### src/rtl/fetch_unit.sv
// Instruction-fetch stage: PC register, redirect mux, imem request/ready handshake,
// one-entry skid buffer and IF/ID register. Define FETCH_ALIGN_CHECK_EN to align redirects.
`timescale 1ns/1ps

module fetch_unit #(
  parameter int                ADDR_W   = 32,
  parameter int                DATA_W   = 32,
  parameter logic [ADDR_W-1:0] RESET_PC = '0,
  parameter int                PC_STEP  = 4,
  parameter logic [DATA_W-1:0] NOP_WORD = '0
) (
  input  logic              i_clk,
  input  logic              i_rst_n,
  input  logic              i_pcsrc,
  input  logic [ADDR_W-1:0] i_branch_addr,
  input  logic              i_stall,
  input  logic              i_flush,
  output logic              o_imem_req,
  output logic [ADDR_W-1:0] o_imem_addr,
  input  logic              i_imem_ready,
  input  logic [DATA_W-1:0] i_imem_rdata,
  output logic [ADDR_W-1:0] o_next_pc,
  output logic [DATA_W-1:0] o_data,
  output logic              o_valid,
  output logic              o_misalign
);

  typedef enum logic {S_FETCH, S_HOLD} state_t;

  typedef struct packed {
    logic              valid;
    logic [ADDR_W-1:0] next_pc;
    logic [DATA_W-1:0] data;
  } ifid_t;

  typedef struct packed {
    logic [ADDR_W-1:0] next_pc;
    logic [DATA_W-1:0] data;
  } skid_t;

  localparam logic [ADDR_W-1:0] STEP        = ADDR_W'(PC_STEP);
  localparam ifid_t             IFID_BUBBLE = '{valid: 1'b0, next_pc: '0, data: NOP_WORD};

  state_t            state_q, state_d;
  logic [ADDR_W-1:0] pc_q, pc_d;
  logic [ADDR_W-1:0] pc_inc;
  logic [ADDR_W-1:0] redirect_pc;
  skid_t             skid_q, skid_d;
  ifid_t             ifid_q, ifid_d;
  logic              handshake;
  logic              stall_eff;

  assign o_imem_req  = (state_q == S_FETCH);
  assign o_imem_addr = pc_q;
  assign handshake   = o_imem_req & i_imem_ready;
  // A flush releases the stall for PC and FSM purposes; only IF/ID is bubbled.
  assign stall_eff   = i_stall & ~i_flush;
  assign pc_inc      = pc_q + STEP;

`ifdef FETCH_ALIGN_CHECK_EN
  localparam logic [ADDR_W-1:0] LOW_MASK = ADDR_W'(PC_STEP - 1);

  logic misalign_q;

  assign redirect_pc = i_branch_addr & ~LOW_MASK;

  always_ff @(posedge i_clk or negedge i_rst_n) begin
    if (!i_rst_n) misalign_q <= 1'b0;
    else          misalign_q <= i_pcsrc & (|(i_branch_addr & LOW_MASK));
  end

  assign o_misalign = misalign_q;
`else
  assign redirect_pc = i_branch_addr;
  assign o_misalign  = 1'b0;
`endif

  always_comb begin
    // NOTE: every next-state variable gets a default first so no path infers a latch.
    state_d = state_q;
    pc_d    = pc_q;
    skid_d  = skid_q;
    ifid_d  = ifid_q;

    if (i_pcsrc) begin
      pc_d    = redirect_pc;
      state_d = S_FETCH;
      ifid_d  = IFID_BUBBLE;
    end else begin
      unique case (state_q)
        S_FETCH: begin
          if (handshake && stall_eff) begin
            skid_d  = '{next_pc: pc_inc, data: i_imem_rdata};
            state_d = S_HOLD;
          end else if (handshake) begin
            pc_d   = pc_inc;
            ifid_d = i_flush ? IFID_BUBBLE
                             : '{valid: 1'b1, next_pc: pc_inc, data: i_imem_rdata};
          end else if (i_flush || !i_stall) begin
            ifid_d = IFID_BUBBLE;
          end
        end
        S_HOLD: begin
          // The skid word was fetched from the held PC, so releasing advances it.
          if (!stall_eff) begin
            pc_d    = pc_inc;
            state_d = S_FETCH;
            ifid_d  = i_flush ? IFID_BUBBLE
                              : '{valid: 1'b1, next_pc: skid_q.next_pc, data: skid_q.data};
          end
        end
      endcase
    end
  end

  always_ff @(posedge i_clk or negedge i_rst_n) begin
    // NOTE: sequential state uses non-blocking assignments so every register samples pre-edge values.
    if (!i_rst_n) begin
      state_q <= S_FETCH;
      pc_q    <= RESET_PC;
      skid_q  <= '0;
      ifid_q  <= IFID_BUBBLE;
    end else begin
      state_q <= state_d;
      pc_q    <= pc_d;
      skid_q  <= skid_d;
      ifid_q  <= ifid_d;
    end
  end

  assign o_valid   = ifid_q.valid;
  assign o_next_pc = ifid_q.next_pc;
  assign o_data    = ifid_q.data;

endmodule
### config.mk
export PLATFORM = sky130hd
export DESIGN_NAME = fetch_unit
export DESIGN_NICKNAME = d
export VERILOG_FILES = /design/src/rtl/fetch_unit.sv
export SDC_FILE = /design/constraint.sdc
export NUM_CORES = 1
export LEC_CHECK = 0
export ABC_CLOCK_PERIOD_IN_PS = 6600
export BUFFER_PORTS_ARGS = -buffer_cell sky130_fd_sc_hd__buf_4
export CELL_PAD_IN_SITES_DETAIL_PLACEMENT = 0
export CELL_PAD_IN_SITES_GLOBAL_PLACEMENT = 1
export CORE_MARGIN = 4
export CORE_UTILIZATION = 28
export CTS_BUF_LIST = sky130_fd_sc_hd__clkbuf_4 sky130_fd_sc_hd__clkbuf_8 sky130_fd_sc_hd__clkbuf_16
export DETAILED_ROUTE_END_ITERATION = 7
export PLACE_DENSITY_LB_ADDON = 0.1
export RECOVER_POWER = 25
export SKIP_LAST_GASP = 1
export SLEW_MARGIN = 20
export SYNTH_ARGS = -nofsm -noshare
export SYNTH_HDL_FRONTEND = slang
export SYNTH_SLANG_ARGS = --single-unit
### constraint.sdc
create_clock -name i_clk -period 6.6 [get_ports i_clk]
set_clock_uncertainty 0.2 [all_clocks]
set_input_delay 1.32 -clock i_clk [delete_from_list [all_inputs] [get_ports i_clk]]
set_output_delay 1.32 -clock i_clk [all_outputs]
set_load 0.05 [all_outputs]
### Word level (Yosys, flattened, before mapping)

Index checks and enable logic that the tools add are counted.

* bitwise gates (word level): 5
* reduce and logical (&&, ||, !) cells: 6
* eq/ne operators: 4
* add/subtract/negate cells: 1
* multiplexer cells: 17

Operators by type and width (number)
* $mux W65: 7
* $pmux W65 S2: 1
* $mux W32: 4
* $pmux W32 S2: 1
* $add A32 B3 Y32 const B: 1
* $reduce_and A3 Y1: 3
* $ne A3 B3 Y1 const B: 2
* $ne A4 B2 Y1 const B: 1
* $mux W1: 3
* $ne A3 B2 Y1 const B: 1
* $not A1 Y1: 3
* $and A1 B1 Y1: 2
* $pmux W1 S2: 1
* $logic_and A1 B1 Y1: 1
* $logic_not A1 Y1: 1
* $logic_or A1 B1 Y1: 1

* register bits: 162
* logic and storage cells: 40
* bits of input ports: 70

### Longest topological paths before layout

* depth after elaboration: 7
* mapped depth: 8
* mapped depth without buffers: 6

### Worst setup path after synthesis

OpenSTA, ideal clock, no wires.

* path type: input-to-reg
* from: input i_pcsrc
* to: register pc_q[19] (netlist: o_imem_addr[19])
* cell stages on the path: 7
* data arrival time: 2.794 ns
* slack: 3.480 ns
* required time: 6.274 ns
* buffers on the path: 3
* cell sequence: buf_2 or3b_2 clkbuf_1 o31ai_1 buf_2 nor4_1 a221o_1

* word-level cells in the longest chain between the ends: 2

Ends and longest elaborated chain
* from (decl): line 14 `input logic i_pcsrc,`
* $ne A3 B2 Y1 (no source line) or $ne A3 B3 Y1 (tied branches)
* $reduce_and A3 Y1 (no source line)
* to (signal assigned): line 125 `pc_q <= pc_d;`
* to (decl): line 45 `logic [ADDR_W-1:0] pc_q, pc_d;`

Several ways; a longest one is shown, not always the timed one.
A chain may end at the register's enable or synchronous reset.

==> results.tsv <==
metric	value	unit
floorplan.die_area	30200	um^2
final_layout_size_suffix_gt1_frac	0.290	
worst_hold_path_type	reg2reg	
sequentialPowerShare	0.447	
p_leak	0.00435	uW
crit_required	6.87	ns
worst_setup_hold_path_clk_slew	0.07	ns
cell_internal_power_dissipation	1880	uW
start_util	0.285	
synthFlopType	dfrtp_1	
cap_violations	1	
mostFrequentLayoutCell	buf_4	
post_cts_hold_buffer_count	0	
h_tree_depth	4	
maxClockFrequency	238	MHz
share_clk_of_total_power	0.330	
synth_async_sr_flop_share	1.00	
cpMaxStageDelayCell	clkbuf_1	
global_route.usage.total	0.156	
pwr_density_cell	292	nW/um^2
cts_buffers	17	
vdd_ir_drop_max	0.000111	V
syn-instance-count	769	
antenna_cells	0	
post-place-cells	1216	
detailedRoute.firstIterationViolations	455	
place.gp.congestion	0.734	
violations	max-capacitance violations, max-slew violations	
io_buffer_count	167	
chipHeight	174	um
final.min_clock_period	4.21	ns
pin_count	169	
synth.cell_area	7690	um^2
detailroute.via_count	6340	
area_delta_synth_final	26.7	%
numClockSinks	162	
number_of_setup_buffers_added_after_cts	0	
critPathMaxStageDelay	2.19	ns
clock_tree_from_tritoncts	built	
startpoint_kind_of_the_worst_setup_timing_path	input pin	
detailed_place_hpwl	16.1	mm
critPathBufInv	2	
use_met3	0.0382	
floorplan.core_area	27000	um^2
layout.nets	966	
path_delay_family	buffers and inverters	
largest_net_degree_at_the_start_of_global_routing	105	
synth-warning-count	0	
grt-busiest-layer	met2	
grt.met1_usage	0.221	
synth.yosys.seq_area_share	0.527	
grt_first_pass_wirelength	37.4	mm
setup-tns-final	0	ns
grt_pass1_vias	6444	
worstMarginPinSlew	3.16	ns
slew-limit-headroom	-1.10	
post-route-period-util	0.638	
final_cell_count_no_fill	1248	
final_hold_viol_count	0	
most-common-layout-cells	buf_4, dfrtp_1, nor2_1, a21oi_1, o21ai_0	
p_comb_frac	0.223	
row_count	60	
switching_share	0.339	
worst_skew_pair.late_latency	0.42	ns
synth.lib_cells_used.distinct	51	
report.final.setup_viol	0	
post_cts.resized_instances	0	
rsz0062_at_grt	no	
cp_cell_sequence	clkbuf_1, buf_4	
worst-path-max-fanout	57	
crit_path_end_kind	asynchronous set/reset pin	
drt_drc_violations_left	0	
synth_area_per_cell	10.0	um^2
chipWidth	174	um
vias_per_cell	5.08	
groute.layer.met2.usage	0.246	
finalWirelength	23.8	mm
grt_antenna_before_repair	0	
worstPathArrival	4.47	ns
outcome	finished with violations	
synth_fp_nets	840	
timing_max_transition_violations_final	57	
post_drt_wl_per_cell	19.1	um
switchingPower	963	uW
finish.utilization	0.361	
timing_worst_setup_path_type	in2async	
count_of_state_elements_after_synthesis	162	
clock-root-buffer	clkbuf_16	
first_pass_iters	5	
number_of_buffers_on_the_longest_clock_path	2	
grt.overflow.total	0	
drtAntennaViolNets	0	
count_of_flip_flops_with_a_built_in_enable_after_synthesis	0	
final.fill_count	2739	
[registers in the layout (all words and copies together) (netlist names)]
name / flops
o_data: 32
o_next_pc: 32
skid_q: 64
state_q: 1
o_valid: 1
o_imem_addr: 32
[cell usage after synthesis (3+ instances only)]
| master | number | area share |
|---|---|---|
| nand2_1 | 52 | 0.025 |
| o31a_1 | 3 | 0.0034 |
| buf_2 | 15 | 0.0098 |
| inv_1 | 6 | 0.0029 |
| a21oi_1 | 65 | 0.042 |
| clkbuf_1 | 44 | 0.021 |
| buf_1 | 5 | 0.0024 |
| nor4_1 | 9 | 0.0073 |
| o22a_1 | 6 | 0.0068 |
| buf_4 | 4 | 0.0039 |
| a22oi_1 | 47 | 0.046 |
| o2bb2ai_1 | 5 | 0.0057 |
| o21a_1 | 3 | 0.0029 |
| and4_1 | 4 | 0.0046 |
| o21ai_0 | 63 | 0.041 |
| nand3_1 | 12 | 0.0078 |
| mux2i_1 | 7 | 0.0091 |
| mux2_2 | 48 | 0.070 |
| xor2_1 | 7 | 0.0080 |
| a221oi_1 | 10 | 0.011 |
| nand4_1 | 13 | 0.011 |
| xnor2_1 | 17 | 0.019 |
| nor2_1 | 97 | 0.047 |
| o31ai_1 | 3 | 0.0029 |
| dfrtp_1 | 162 | 0.53 |
| a31oi_1 | 7 | 0.0057 |
| and2_1 | 5 | 0.0041 |
| a2bb2oi_1 | 3 | 0.0034 |
| nor3_1 | 18 | 0.012 |
[layout make-up]
class / count / area [um^2] / share of cell area
Clock inverter: 12 / 98.8 / 0.0101
Inverter: 6 / 22.5 / 0.00231
Clock buffer: 19 / 453 / 0.0465
Multi-Input combinational cell: 532 / 3350 / 0.344
Tap cell: 341 / 427 / 0.0438
Timing Repair Buffer: 176 / 1340 / 0.137
Sequential cell: 162 / 4050 / 0.416
[cells by family (layout without fill, tap and decap cells)]
logic type | count (synthesis) | in the layout | synth area share
flip-flops | 162 | 162 | 0.527
AO/OA/AOI/OAI | 224 | 224 | 0.182
buffers and inverters | 75 | 213 | 0.0411
adder cells (fa/ha/maj) | 1 | 1 | 0.00163
XOR/XNOR | 24 | 24 | 0.0273
AND/OR/NAND/NOR | 227 | 227 | 0.141
other | 1 | 1 | 0.000487
multiplexers | 55 | 55 | 0.0794
[power groups by stage]
stage | sequential (uW) | clock [uW] | combinational [uW]
after floorplan | 1420 | 0 | 253
after global placement | 1280 | 0 | 629
after detailed placement | 1290 | 0 | 640
after CTS | 1270 | 973 | 641
after global routing | 1290 | 1020 | 685
final | 1270 | 939 | 634
[routing by layer]
layer | part of all wire | vias to the layer above | wire, um
met5 | 0 | - | 0
met4 | 0.010 | 0 | 238
met3 | 0.051 | 15 | 1210
met2 | 0.46 | 168 | 11000
met1 | 0.48 | 3126 | 11400
li1 | - | 3031 | -
[per-stage QoR]
step	total power [uW]	hold WS (ns)	setup slack, ns	cell area, um^2
2_1_floorplan	1680	0.250	3.48	7690
3_3_place_gp	1910	0.261	2.71	9170
3_5_place_dp	1930	0.270	2.65	9170
4_1_cts	2880	0.285	3.10	9730
5_1_grt	2990	0.298	1.72	9750
6_report	2840	0.281	2.39	9750
[path summary, 6_finish.rpt]
check,startpoint,end,slack (ns),depth (start not counted)
setup / recovery,i_rst_n,o_data[23],2.39,2
hold / removal,skid_q[58],skid_q[58],0.28,2
setup reg to reg,o_imem_addr[2],o_imem_addr[26],3.70,6
hold reg to reg,skid_q[58],skid_q[58],0.28,2
max in group i_clk,i_pcsrc,o_imem_addr[26],3.10,7
min in group asynchronous,i_rst_n,o_next_pc[2],1.75,1
(Power assumes the default switching activity.)
